[src/rtl/min_uint64_stream_reduce_if.sv]
// Stream interface for min_uint64_stream_reduce.
// Carries the input word stream (valid/ready/data/last) and the per-frame result
// channel (valid/ready/min/index/count/ovf).
//   slave  : the reducer side (consumes words, produces results)
//   master : the producer/consumer side (drives words, accepts results)
interface min_uint64_stream_reduce_if #(
    parameter int unsigned WIDTH     = 64,
    parameter int unsigned CNT_WIDTH = 16
);
    logic                 in_valid;
    logic                 in_ready;
    logic [WIDTH-1:0]     in_data;
    logic                 in_last;
    logic                 out_valid;
    logic                 out_ready;
    logic [WIDTH-1:0]     out_min;
    logic [CNT_WIDTH-1:0] out_index;
    logic [CNT_WIDTH-1:0] out_count;
    logic                 out_ovf;

    modport slave (
        input  in_valid, in_data, in_last, out_ready,
        output in_ready, out_valid, out_min, out_index, out_count, out_ovf
    );

    modport master (
        output in_valid, in_data, in_last, out_ready,
        input  in_ready, out_valid, out_min, out_index, out_count, out_ovf
    );
endinterface

[src/rtl/min_uint64_stream_reduce.sv]
// Streaming min-reduction over frames of unsigned WIDTH-bit words.
// Each accepted beat is folded into a running minimum; the beat flagged in_last closes
// the frame and the result (minimum, index of its first occurrence, saturating beat count,
// overflow flag) is presented on the result channel until accepted.
// Ports:
//   clk    rising-edge clock
//   rst_n  asynchronous active-low reset
//   s_io   slave side of min_uint64_stream_reduce_if (input stream + result channel)
module min_uint64_stream_reduce #(
    parameter int unsigned WIDTH     = 64,
    parameter int unsigned IMPL_TYPE = 0,
    parameter int unsigned CNT_WIDTH = 16
) (
    input  logic                           clk,
    input  logic                           rst_n,
    min_uint64_stream_reduce_if.slave      s_io
);
    typedef enum logic [0:0] {StAccum, StResult} state_e;

    state_e               state_q;
    logic                 first_q;
    logic                 ovf_q;
    logic [WIDTH-1:0]     acc_q;
    logic [CNT_WIDTH-1:0] idx_q;
    logic [CNT_WIDTH-1:0] cnt_q;

    logic                 in_ready_q;
    logic                 out_valid_q;
    logic [WIDTH-1:0]     out_min_q;
    logic [CNT_WIDTH-1:0] out_index_q;
    logic [CNT_WIDTH-1:0] out_count_q;
    logic                 out_ovf_q;

    logic                 gt;
    logic                 ovf_d;
    logic [WIDTH-1:0]     acc_d;
    logic [CNT_WIDTH-1:0] idx_d;
    logic [CNT_WIDTH-1:0] cnt_d;

    // gt = acc_q > in_data, unsigned; IMPL_TYPE selects the comparator structure.
    if (IMPL_TYPE == 0) begin : g_gt_direct
        assign gt = acc_q > s_io.in_data;
    end else begin : g_gt_borrow
        logic [WIDTH:0] diff;
        // in_data - acc borrows exactly when acc > in_data
        assign diff = {1'b0, s_io.in_data} - {1'b0, acc_q};
        assign gt   = diff[WIDTH];
    end

    // Fold of the current beat into the running state.
    always_comb begin
        acc_d = acc_q;
        idx_d = idx_q;
        cnt_d = cnt_q;
        ovf_d = ovf_q;
        if (first_q) begin
            acc_d = s_io.in_data;
            idx_d = '0;
            cnt_d = CNT_WIDTH'(1);
            ovf_d = 1'b0;
        end else begin
            if (gt) begin
                acc_d = s_io.in_data;
                // Past the count limit cnt_q no longer names the beat, so idx freezes.
                if (!ovf_q) begin
                    idx_d = cnt_q;
                end
            end
            if (&cnt_q) begin
                ovf_d = 1'b1;
            end else begin
                cnt_d = cnt_q + CNT_WIDTH'(1);
            end
        end
    end

    always_ff @(posedge clk or negedge rst_n) begin
        if (!rst_n) begin
            state_q     <= StAccum;
            first_q     <= 1'b1;
            ovf_q       <= 1'b0;
            acc_q       <= '0;
            idx_q       <= '0;
            cnt_q       <= '0;
            in_ready_q  <= 1'b1;
            out_valid_q <= 1'b0;
            out_min_q   <= '0;
            out_index_q <= '0;
            out_count_q <= '0;
            out_ovf_q   <= 1'b0;
        end else begin
            unique case (state_q)
                StAccum: begin
                    if (s_io.in_valid) begin
                        acc_q   <= acc_d;
                        idx_q   <= idx_d;
                        cnt_q   <= cnt_d;
                        ovf_q   <= ovf_d;
                        first_q <= 1'b0;
                        if (s_io.in_last) begin
                            out_min_q   <= acc_d;
                            out_index_q <= idx_d;
                            out_count_q <= cnt_d;
                            out_ovf_q   <= ovf_d;
                            out_valid_q <= 1'b1;
                            in_ready_q  <= 1'b0;
                            state_q     <= StResult;
                        end
                    end
                end
                StResult: begin
                    // Result fields are left as-is after the handshake; only valid drops.
                    if (s_io.out_ready) begin
                        out_valid_q <= 1'b0;
                        in_ready_q  <= 1'b1;
                        first_q     <= 1'b1;
                        ovf_q       <= 1'b0;
                        state_q     <= StAccum;
                    end
                end
                default: state_q <= StAccum;
            endcase
        end
    end

    assign s_io.in_ready  = in_ready_q;
    assign s_io.out_valid = out_valid_q;
    assign s_io.out_min   = out_min_q;
    assign s_io.out_index = out_index_q;
    assign s_io.out_count = out_count_q;
    assign s_io.out_ovf   = out_ovf_q;
endmodule

[src/flat_wrapper.sv]
// flat-port wrapper written by rule: the top's interface ports become plain ports
module min_uint64_stream_reduce_flat 
#(
    parameter int unsigned WIDTH     = 64,
    parameter int unsigned IMPL_TYPE = 0,
    parameter int unsigned CNT_WIDTH = 16
)
  (clk, rst_n, s_io_in_valid, s_io_in_data, s_io_in_last, s_io_out_ready, s_io_in_ready, s_io_out_valid, s_io_out_min, s_io_out_index, s_io_out_count, s_io_out_ovf);
  min_uint64_stream_reduce_if #(.WIDTH(WIDTH), .CNT_WIDTH(CNT_WIDTH)) s_io_i ();
  input  logic clk;
  input  logic rst_n;
  input wire logic [$bits(s_io_i.in_valid)-1:0] s_io_in_valid;
  input wire logic [$bits(s_io_i.in_data)-1:0] s_io_in_data;
  input wire logic [$bits(s_io_i.in_last)-1:0] s_io_in_last;
  input wire logic [$bits(s_io_i.out_ready)-1:0] s_io_out_ready;
  output wire logic [$bits(s_io_i.in_ready)-1:0] s_io_in_ready;
  output wire logic [$bits(s_io_i.out_valid)-1:0] s_io_out_valid;
  output wire logic [$bits(s_io_i.out_min)-1:0] s_io_out_min;
  output wire logic [$bits(s_io_i.out_index)-1:0] s_io_out_index;
  output wire logic [$bits(s_io_i.out_count)-1:0] s_io_out_count;
  output wire logic [$bits(s_io_i.out_ovf)-1:0] s_io_out_ovf;
  assign s_io_i.in_valid = s_io_in_valid;
  assign s_io_i.in_data = s_io_in_data;
  assign s_io_i.in_last = s_io_in_last;
  assign s_io_i.out_ready = s_io_out_ready;
  assign s_io_in_ready = s_io_i.in_ready;
  assign s_io_out_valid = s_io_i.out_valid;
  assign s_io_out_min = s_io_i.out_min;
  assign s_io_out_index = s_io_i.out_index;
  assign s_io_out_count = s_io_i.out_count;
  assign s_io_out_ovf = s_io_i.out_ovf;
  min_uint64_stream_reduce #(.WIDTH(WIDTH), .IMPL_TYPE(IMPL_TYPE), .CNT_WIDTH(CNT_WIDTH)) u_core (.clk(clk), .rst_n(rst_n), .s_io(s_io_i));
endmodule
[config.mk]
export PLATFORM = sky130hd
export DESIGN_NAME = min_uint64_stream_reduce_flat
export DESIGN_NICKNAME = d
export VERILOG_FILES = /design/src/rtl/min_uint64_stream_reduce_if.sv /design/src/rtl/min_uint64_stream_reduce.sv /design/src/flat_wrapper.sv
export SDC_FILE = /design/constraint.sdc
export NUM_CORES = 1
export LEC_CHECK = 0
export BUFFER_PORTS_ARGS = -buffer_cell sky130_fd_sc_hd__buf_2
export CORE_AREA = 3 3 142 144
export CTS_BUF_LIST = sky130_fd_sc_hd__clkbuf_8 sky130_fd_sc_hd__clkbuf_16
export DETAILED_ROUTE_END_ITERATION = 8
export DIE_AREA = 0 0 145 147
export HOLD_SLACK_MARGIN = 0.12
export MAX_ROUTING_LAYER = met4
export PLACE_DENSITY = 0.9
export SYNTH_ARGS = -nofsm -noshare
export SYNTH_HDL_FRONTEND = slang
export SYNTH_SLANG_ARGS = --single-unit
[constraint.sdc]
create_clock -name clk -period 4.05 [get_ports clk]
set_clock_uncertainty 0.1 [all_clocks]
set_input_delay 0.2025 -clock clk [delete_from_list [all_inputs] [get_ports clk]]
set_output_delay 0.2025 -clock clk [all_outputs]
set_load 0.005 [all_outputs]
==> metrics, run 1 <==
clk buf depth 2; Die W 145 um; final net count 1500; # clock sinks 198; CTS root buf clkbuf_16; post-CTS setup buffers 0; first-pass GRT wire length 49300 um; Vias 9913; Post-synth EDFFs 0; 1st-iter DRT viols 860; layout cell share with drive strength beyond 1 21.0%; transition time of the tightest slew-check pin 1010 ps; initial antenna violation count 1; HP Start u_core.s_io.in_ready$_DFFE_PN1P_; WP data required 4270 ps; Via density 6.04; global route overflow 0; I/O Buffers 167; slowest CP cell buf_4; Worst path max stage delay 620 ps; Setup CP Type primary input to register; Detailed Routing Iterations Pass 1 6; RSZ-0062 raised after global routing no; predominant post-synthesis flop cell dfrtp_1; Reg clk slew, reported paths 80 ps; ys async rst share 100%; WL final 30300 um; Worst Setup SP s_io_in_data[47]; fmax 277 MHz; synthesized area 11000 um2; fin cells 1640; TritonCTS Buffers 17; worst rel slew slack 32.4%; DRC 0; drt wl/cell 18.5 um; Final GP Congestion 0.834; row cnt 50; Period minus WS final 3610 ps; Critical Path Source Type primary input; Final ANT Viol Nets 0; # resized after CTS 0; Starting Density 58.3%; Power Density 657 nW/um2; Yosys warnings 0; flop and latch count out of synthesis 198; status finished, final reports clean; final setup vio count 0; # IOs 168; Core Box Area 18800 um2; largest net degree at the start of global routing 125; Synth Instances 1181; Worst Hold Depth 2; Hold Vio Cnt, Final 0; pins over their slew limit 0; crit-path cells dlygate4sd3_1, buf_2, inv_1, ha_1, nand4_1, nor4_1, a221oi_1, a211oi_1, a2111oi_2, buf_4, o21ai_0, a31oi_1; CP arrival 3830 ps; sequential-to-total area share from yosys stat 45.2%; Setup crit end kind register; Synthesized Nets 1315; VDD IR max 368 uV; final period utilization 89.1%; vias in the first global route 9843; area post-placement 12000 um2; Final Instance Area 13300 um2; Setup TNS 0 ps; MaxCap Viol Count 0; Hold Crit Class register to register; commonest non-fill, non-tap cell in the layout dfrtp_1; H-tree depth 4; final core utilization 70.5%; Cell variety after synth 57; r2r setup slk 480 ps; reg-to-reg startpoint u_core.acc_q[43]$_DFFE_PN0P_; Crit path depth 12; CP top delay family compound AO/OA/AOI/OAI gates; hpwl dp 18700 um; Total Routing Usage GR 28.8%; CTS tree built; Buffers & Inverters on Critical Path 4; most frequent cells in the layout dfrtp_1 (196), buf_2 (166), nor2_1 (124), nand2_1 (97); CP Max Fanout 64; Leak 6.07 nW; Worst R2R Path Depth 9; cell total after placement 1538; DIE HEIGHT 147 um; Area growth syn-to-layout 21.0%; die area 21300 um2; Worst-Skew Late Latency 450 ps; synthesized area per cell 9.29 um2
## timing repair
item                                   4_1_cts  5_1_grt
hold buffers                                69        0
endpoints found under the hold margin      254        0
setup endpoints to repair                    0        0
## final timing paths
path                                                             to
worst max-delay path            u_core.s_io.out_min[43]$_DFFE_PN0P_
worst min-delay path               u_core.s_io.in_ready$_DFFE_PN1P_
worst max register to register  u_core.s_io.out_min[14]$_DFFE_PN0P_
worst min register to register     u_core.s_io.in_ready$_DFFE_PN1P_
max in group asynchronous       u_core.s_io.out_min[17]$_DFFE_PN0P_
min in group asynchronous       u_core.s_io.out_min[55]$_DFFE_PN0P_
## synthesized netlist by cell type (all sizes together), types with 4 or more instances
cell type / number / area share [%]
nand3: 72 / 3.3
nand2b: 21 / 1.2
nand2: 98 / 3.4
mux2: 66 / 7.1
or3: 17 / 0.97
xnor2: 4 / 0.32
dfrtp: 196 / 45
xor2: 4 / 0.32
o211ai: 50 / 3.4
o311ai: 16 / 1.3
inv: 83 / 2.8
nor3: 9 / 0.51
o31ai: 10 / 0.68
nor2: 124 / 4.2
nand4: 14 / 0.80
a21oi: 37 / 1.7
buf: 22 / 1.3
ha: 65 / 7.4
a31oi: 65 / 3.7
and3: 8 / 0.46
mux2i: 5 / 0.46
nor4: 5 / 0.54
o21ai: 84 / 3.8
clkbuf: 67 / 2.3
## flip-flops by register name (all words and copies together) (netlist names)
name                   count
u_core.state_q             1
u_core.s_io.out_index     16
u_core.s_io.out_ovf        1
u_core.s_io.out_valid      1
u_core.s_io.in_ready       1
u_core.s_io.out_count     16
u_core.first_q             1
u_core.acc_q              64
u_core.idx_q              16
u_core.cnt_q              16
u_core.ovf_q               1
u_core.s_io.out_min       64
## final cells by class
cell class                 count  area [um2]
timing repair buffer         255        1740
multi-input combinational    811        5330
fill                        1318        5560
clock inverter                14         164
sequential                   198        4960
antenna                        1        2.50
clock buffer                  18         439
inverter                      83         312
tap                          260         325
## through the flow
step                      total power [mW]  setup WS [ps]  hold WS (ps)
final                                 8.72            442           359
after global routing                  9.28            309           383
after CTS                             8.63            558           360
after detailed placement              6.78            662           338
after global placement                6.59            714           328
after floorplan                       5.57           1030          -193
## worst reg2reg max path: stages (launching register included)
cell and delay [ps]:
dfrtp_1 410, ha_1 340, nand4_1 170, nor4_1 480, nand2_1 230, nor4_4 360, or3b_2 790, buf_12 300
nand3_1 130, a31oi_1 90
## cell families after synthesis
| family | Yosys count | share of synthesized area (%) |
|---|---|---|
| compound gates | 288 | 16.7 |
| mux | 71 | 7.54 |
| xor+xnor | 8 | 0.639 |
| fa+ha+maj | 65 | 7.41 |
| simple gates | 379 | 16.1 |
| buf+inv | 172 | 6.43 |
| flops | 198 | 45.2 |
## power by group
part           leakage [nW]  switching [mW]  total [mW]  internal, mW
clock network         0.285           0.818        1.76         0.945
registers              2.35           0.629        3.45          2.82
logic                  3.43            1.95        3.50          1.56
## routing by layer
| metal | vias up | global-route usage [%] | share of wire [%] |
|---|---|---|---|
| li1 | 4567 | - | - |
| met1 | 4797 | 35.2 | 40 |
| met2 | 460 | 47.4 | 50 |
| met3 | 89 | 4.60 | 6.5 |
| met4 | 0 | 13.5 | 4.2 |
| met5 | - | - | 0 |
Note: power is estimated with default switching activity, not from simulation.
==> inputs of run 2 (changes only) <==
Settings changed: CORE_AREA 3 3 142 144 to 3 3 182 184, DIE_AREA 0 0 145 147 to 0 0 185 187, PLACE_DENSITY 0.9 to 0.63.
==> run 2 against run 1 <==
  * Hold slack lost 200 ps
  * Non-clock buffer count grew 4
  * Via count shrank 6.1%
  * First-iteration DRC count shrank 28%
  * Count of clock-buffer cells in the layout grew 1
  * Sequential share of layout area shrank 0.50 points
  * Routed wire length shrank 1.1%
  * Worst setup slack gained 69 ps
  * Sequential power is essentially flat
  * Fmax grew 1.9%
  * Register-to-register slack gained 90 ps
  * Core utilization shrank 28 points
==> metrics, run 2 (synthesized netlist as in run 1, its figures left out) <==
status finished, final reports clean; Buffers & Inverters on Critical Path 4 (unchanged); # resized after CTS 0 (unchanged); 1st-iter DRT viols 616 (-28%); DIE HEIGHT 187 um (+27%); CTS tree built; HP Start s_io_in_last; Power Density 641 nW/um2 (-2.3%); reg-to-reg startpoint u_core.acc_q[7]$_DFFE_PN0P_; Final ANT Viol Nets 0 (unchanged); # IOs 168 (unchanged); TritonCTS Buffers 17 (unchanged); Reg clk slew, reported paths 70 ps (about the same); Setup CP Type primary input to register; Setup TNS 0 ps (unchanged); global route overflow 0 (unchanged); WL final 29900 um (-1.1%); Hold Vio Cnt, Final 0 (unchanged); MaxCap Viol Count 0 (unchanged); CP top delay family compound AO/OA/AOI/OAI gates; H-tree depth 4 (unchanged); Critical Path Source Type primary input; VDD IR max 316 uV (-14%); Core Box Area 31600 um2 (+68%); commonest non-fill, non-tap cell in the layout dfrtp_1; final setup vio count 0 (unchanged); Worst path max stage delay 620 ps (about the same); worst reg2reg path endpoint u_core.s_io.out_min[50]$_DFFE_PN0P_; hpwl dp 20000 um (+6.8%); Worst R2R Path Depth 9 (unchanged); Area growth syn-to-layout 22.6%; final core utilization 42.6% (-28 points); Hold EP u_core.s_io.out_valid$_DFFE_PN0P_; r2r setup slk 570 ps (+90 ps); layout cell share with drive strength beyond 1 21.3% (+0.30 points); Die W 185 um (+28%); fin cells 1786 (+8.9%); die area 34600 um2 (+62%); vias in the first global route 9213 (-6.4%); # clock sinks 198 (unchanged); Vias 9312 (-6.1%); CP Max Fanout 64 (unchanged); post-CTS setup buffers 0 (unchanged); final net count 1504 (+0.27%); worst rel slew slack 36.5% (+4.1 points); clk buf depth 2 (unchanged); crit-path cells dlygate4sd3_1, buf_2, inv_1, ha_1, a21oi_1, o21ai_1, a221oi_1, o211ai_1, a2111oi_2, buf_4, o21ai_0, a31oi_1; initial antenna violation count 1 (unchanged); Worst Hold Depth 4 (+2); Leak 6.10 nW (+0.47%); transition time of the tightest slew-check pin 953 ps (-61.7 ps); most frequent cells in the layout dfrtp_1 (196), buf_2 (166), nor2_1 (124), nand2_1 (97), inv_1 (84); Via density 5.21 (-14%); Hold Crit Class primary input to register; Setup crit end kind register; Starting Density 34.8% (-23 points); final worst slack 511 ps (+68.8 ps); slowest CP cell buf_4; final period utilization 87.4% (-1.7 points); # fillers 3085 (+130%); RSZ-0062 raised after global routing no; CP arrival 3810 ps (-20 ps); area post-placement 12100 um2 (+1.4%); pins over their slew limit 0 (unchanged); drt wl/cell 16.8 um (-9.2%); Worst-Skew Late Latency 450 ps (about the same); I/O Buffers 167 (unchanged); DRC 0 (unchanged); Final Instance Area 13500 um2 (+1.4%); Final GP Congestion 0.769 (-7.8%); Period minus WS final 3540 ps (-68.8 ps); Detailed Routing Iterations Pass 1 4 (-2); pre-CTS setup slack 519 ps (-143 ps); Total Routing Usage GR 18.1% (-11 points); CTS root buf clkbuf_16; largest net degree at the start of global routing 115 (-8.0%); fmax 283 MHz (+1.9%); row cnt 65 (+30%); WP data required 4320 ps (+50 ps); first-pass GRT wire length 49200 um (about the same); cell total after placement 1686 (+9.6%)
run 2: cell count changes in the layout (fill, tap and decap cells not counted), sizes merged:
cell         before  now
dlygate4sd3      69   67
clkbuf           19   20
inv              89   85
clkinv            2    6
clkinvlp          4    1
buf             185  191
bufinv            2    4
run 2: through the flow:
step	total power, mW	hold slack [ps]
floorplan	5.57	-193
global placement	6.70	325
detailed placement	6.80	338
CTS	8.74	128
global route	9.36	186
finish	8.63	163
run 2: report_power, final:
group          internal [mW]  switching (mW)
Combinational           1.52            1.83
Clock                   1.06           0.783
Sequential              2.82           0.610
Total                   5.41            3.22
run 2: worst reg2reg max path: cells and delay by family (launching register included):
| family | cells | cell delay [ps] |
|---|---|---|
| AOI/OAI and AO/OA | 7 | 1990 |
| adders and majority gates | 1 | 300 |
| buffers and inverters | 1 | 620 |
| DFF | 1 | 400 |
run 2: worst max-delay path by stage:
| stage | end | depth (start not counted) | from | slack [ps] |
|---|---|---|---|---|
| 6_report | u_core.s_io.out_min[50]$_DFFE_PN0P_ | 12 | s_io_in_data[7] | 510 |
| 5_1_grt | u_core.s_io.out_min[50]$_DFFE_PN0P_ | 12 | s_io_in_data[55] | 200 |
| 4_1_cts | u_core.s_io.out_min[50]$_DFFE_PN0P_ | 12 | s_io_in_data[14] | 450 |
| 3_5_place_dp | u_core.s_io.out_min[50]$_DFFE_PN0P_ | 9 | u_core.acc_q[14]$_DFFE_PN0P_ | 520 |
| 3_3_place_gp | u_core.s_io.out_min[50]$_DFFE_PN0P_ | 9 | u_core.acc_q[14]$_DFFE_PN0P_ | 560 |
| 2_1_floorplan | u_core.acc_q[42]$_DFFE_PN0P_ | 10 | u_core.acc_q[30]$_DFFE_PN0P_ | 1030 |
run 2: layout make-up:
type	count	area, um2	share of cell area [%]
Clock inverter	13	178	1.32
Inverter	83	312	2.32
Antenna cell	1	2.50	0.0186
Sequential cell	198	4960	36.8
Tap cell	402	503	3.74
Multi-Input combinational cell	811	5330	39.6
Clock buffer	19	453	3.37
Timing Repair Buffer	259	1720	12.8
run 2: routing by layer:
layer	vias up	global-route usage (%)	share of wire [%]	routed length [um]
met5	-	-	0	0
met1	4487	23.5	46	13700
met4	0	5.60	1.9	583
li1	4567	-	-	-
met2	220	29.2	48	14400
met3	38	2.98	4.2	1260
run 2: what timing repair did:
action	4_1_cts	5_1_grt
hold buffers	67	0
hold endpoints to repair	241	0
setup endpoints to repair	0	0
==> inputs of run 3 (changes only) <==
==> constraint.sdc (replaced) <==
create_clock -name clk -period 4.05 [get_ports clk]
set_clock_uncertainty 0.1 [all_clocks]
set_input_delay 0.81 -clock clk [delete_from_list [all_inputs] [get_ports clk]]
set_output_delay 0.81 -clock clk [all_outputs]
set_load 0.005 [all_outputs]
==> run 3 against run 2 <==
  * Sequential share of layout area grew 1.4 points
  * Final cell count shrank 3.1%
  * Routed wire length down 1.9%
  * First-iteration DRC count fell by 13%
  * Critical path depth fell by 1
  * Critical endpoint is now u_core.s_io.out_min[6]$_DFFE_PN0P_
==> metrics, run 3 (synthesized netlist as in run 1, its figures left out) <==
status finished, final reports clean; hold_buf cts 0 (-100%); Power Density 669 nW/um2 (+4.3%); CTS root buf clkbuf_16; post-CTS setup buffers 0 (unchanged); transition time of the tightest slew-check pin 705 ps (-248 ps); final setup vio count 0 (unchanged); row cnt 65 (unchanged); Die W 185 um (unchanged); # resized after CTS 0 (unchanged); Detailed Routing Iterations Pass 1 5 (+1); Tot Pwr 8.66 mW (+0.38%); Via density 5.28 (+1.2%); Sw Share 37.9% (+0.58 points); CP Max Fanout 64 (unchanged); 1st-iter DRT viols 539 (-13%); Vias 9135 (-1.9%); Power Internal 5.38 mW (-0.54%); Period minus WS final 3470 ps (-67.4 ps); vias in the first global route 8909 (-3.3%); RSZ-0062 raised after global routing no; Worst-Skew Late Latency 450 ps (about the same); TritonCTS Buffers 17 (unchanged); layout cell share with drive strength beyond 1 22.8% (+1.6 points); Final ANT Viol Nets 0 (unchanged); Buffers & Inverters on Critical Path 3 (-1); # clock sinks 198 (unchanged); Reg clk slew, reported paths 70 ps (about the same); H-tree depth 4 (unchanged); Worst path max stage delay 630 ps (about the same); Starting Density 34.8% (unchanged); slowest CP cell buf_4; Hold Crit Class primary input to async pin; # fillers 3082 (-0.097%); Clk pwr share 20.7% (-0.7 points); CTS tree built; I/O Buffers 167 (unchanged); fmax 288 MHz (+1.9%); first-pass GRT wire length 47700 um (-3.2%); Final GP Congestion 0.801 (+4.1%); VDD IR max 325 uV (+3.0%); Setup crit end kind register; worst rel slew slack 53.0% (+17 points); drt wl/cell 17.0 um (+1.2%); clk buf depth 2 (unchanged); MaxCap Viol Count 0 (unchanged); pins over their slew limit 0 (unchanged); Setup CP Type primary input to register; most frequent cells in the layout dfrtp_1 (196), buf_2 (166), nor2_1 (124), nand2_1 (97); largest net degree at the start of global routing 81 (-30%); Net Sw Power 3.29 mW (+1.9%); final period utilization 85.7% (-1.7 points); Critical Path Source Type primary input; Hold Vio Cnt, Final 0 (unchanged); CP top delay family compound AO/OA/AOI/OAI gates; final net count 1444 (-4.0%); Area growth syn-to-layout 18.0%; hpwl dp 19700 um (-1.2%); WP data required 4320 ps (about the same); die area 34600 um2 (unchanged); global route overflow 0 (unchanged); CP arrival 3740 ps (-70 ps); Leak 5.88 nW (-3.6%); Core Box Area 31600 um2 (unchanged); DIE HEIGHT 187 um (unchanged); crit-path cells buf_2, inv_1, ha_1, nand4_1, nor2_1, a221oi_1, o211ai_1, a2111oi_2, buf_4, o21ai_0, a31oi_1; DRC 0 (unchanged); share of power burned in registers 39.6% (-0.2 points); # IOs 168 (unchanged); commonest non-fill, non-tap cell in the layout dfrtp_1; Comb power frac 39.7% (+0.9 points); Total Routing Usage GR 17.6% (-0.57 points); initial antenna violation count 6 (+5); Setup TNS 0 ps (unchanged); WL final 29400 um (-1.9%)
[run 3: changes by cell type in the layout (fill, tap and decap cells not counted), sizes merged]
cell | previous run | this run
dlygate4sd3 | 67 | 0
buf | 191 | 198
diode | 1 | 6
bufinv | 4 | 2
inv | 85 | 87
clkbuf | 20 | 19
clkinv | 6 | 7
[run 3: routing by layer]
metal / GRT usage (%) / part of all wire, % / vias to the layer above
li1: - / - / 4462
met1: 22.6 / 46 / 4447
met2: 28.1 / 49 / 203
met3: 3.83 / 4.4 / 23
met4: 4.79 / 1.4 / 0
met5: - / 0 / -
[run 3: path summary, 6_finish.rpt]
path	from	to	slack (ps)	depth (start not counted)
max	s_io_in_data[14]	u_core.s_io.out_min[6]$_DFFE_PN0P_	580	11
min	rst_n	u_core.s_io.out_count[10]$_DFFE_PN0P_	290	1
max reg2reg	u_core.acc_q[7]$_DFFE_PN0P_	u_core.s_io.out_min[6]$_DFFE_PN0P_	690	9
min reg2reg	u_core.s_io.in_ready$_DFFE_PN1P_	u_core.s_io.in_ready$_DFFE_PN1P_	360	2
max in group asynchronous	rst_n	u_core.idx_q[0]$_DFFE_PN0P_	2580	2
min in group clk	u_core.s_io.in_ready$_DFFE_PN1P_	u_core.s_io.in_ready$_DFFE_PN1P_	360	2
[run 3: per-stage QoR]
stage / std cells / utilization [%] / worst slack (ps) / hold WS [ps] / instance area [um2]
after global placement: 1693 / 39.1 / 107 / 346 / 12300
after detailed placement: 1693 / 39.1 / 75.1 / 348 / 12300
after floorplan: 1181 / - / 567 / 348 / 11000
after global routing: 1731 / 41.0 / 247 / 322 / 13000
final: 1731 / 41.0 / 578 / 288 / 13000
after CTS: 1725 / 41.0 / 555 / 306 / 12900
[run 3: power groups by stage]
stage          sequential (mW)  clock [mW]  combinational (mW)
6_report                  3.43        1.79                3.44
5_1_grt                   3.54        1.92                3.91
4_1_cts                   3.43        1.84                3.50
3_5_place_dp              3.46           0                3.47
3_3_place_gp              3.43           0                3.40
2_1_floorplan             3.32           0                2.25
[run 3: cell type report]
type                    count  area (um2)  area share (%)
clock buffers              18         439            3.39
multi-input cells         811        5330            41.2
clock inverters            14         170            1.31
repair buffers            199        1220            9.44
diodes                      6        15.0           0.116
inverters                  83         312            2.41
well taps                 402         503            3.88
flip-flops and latches    198        4960            38.3
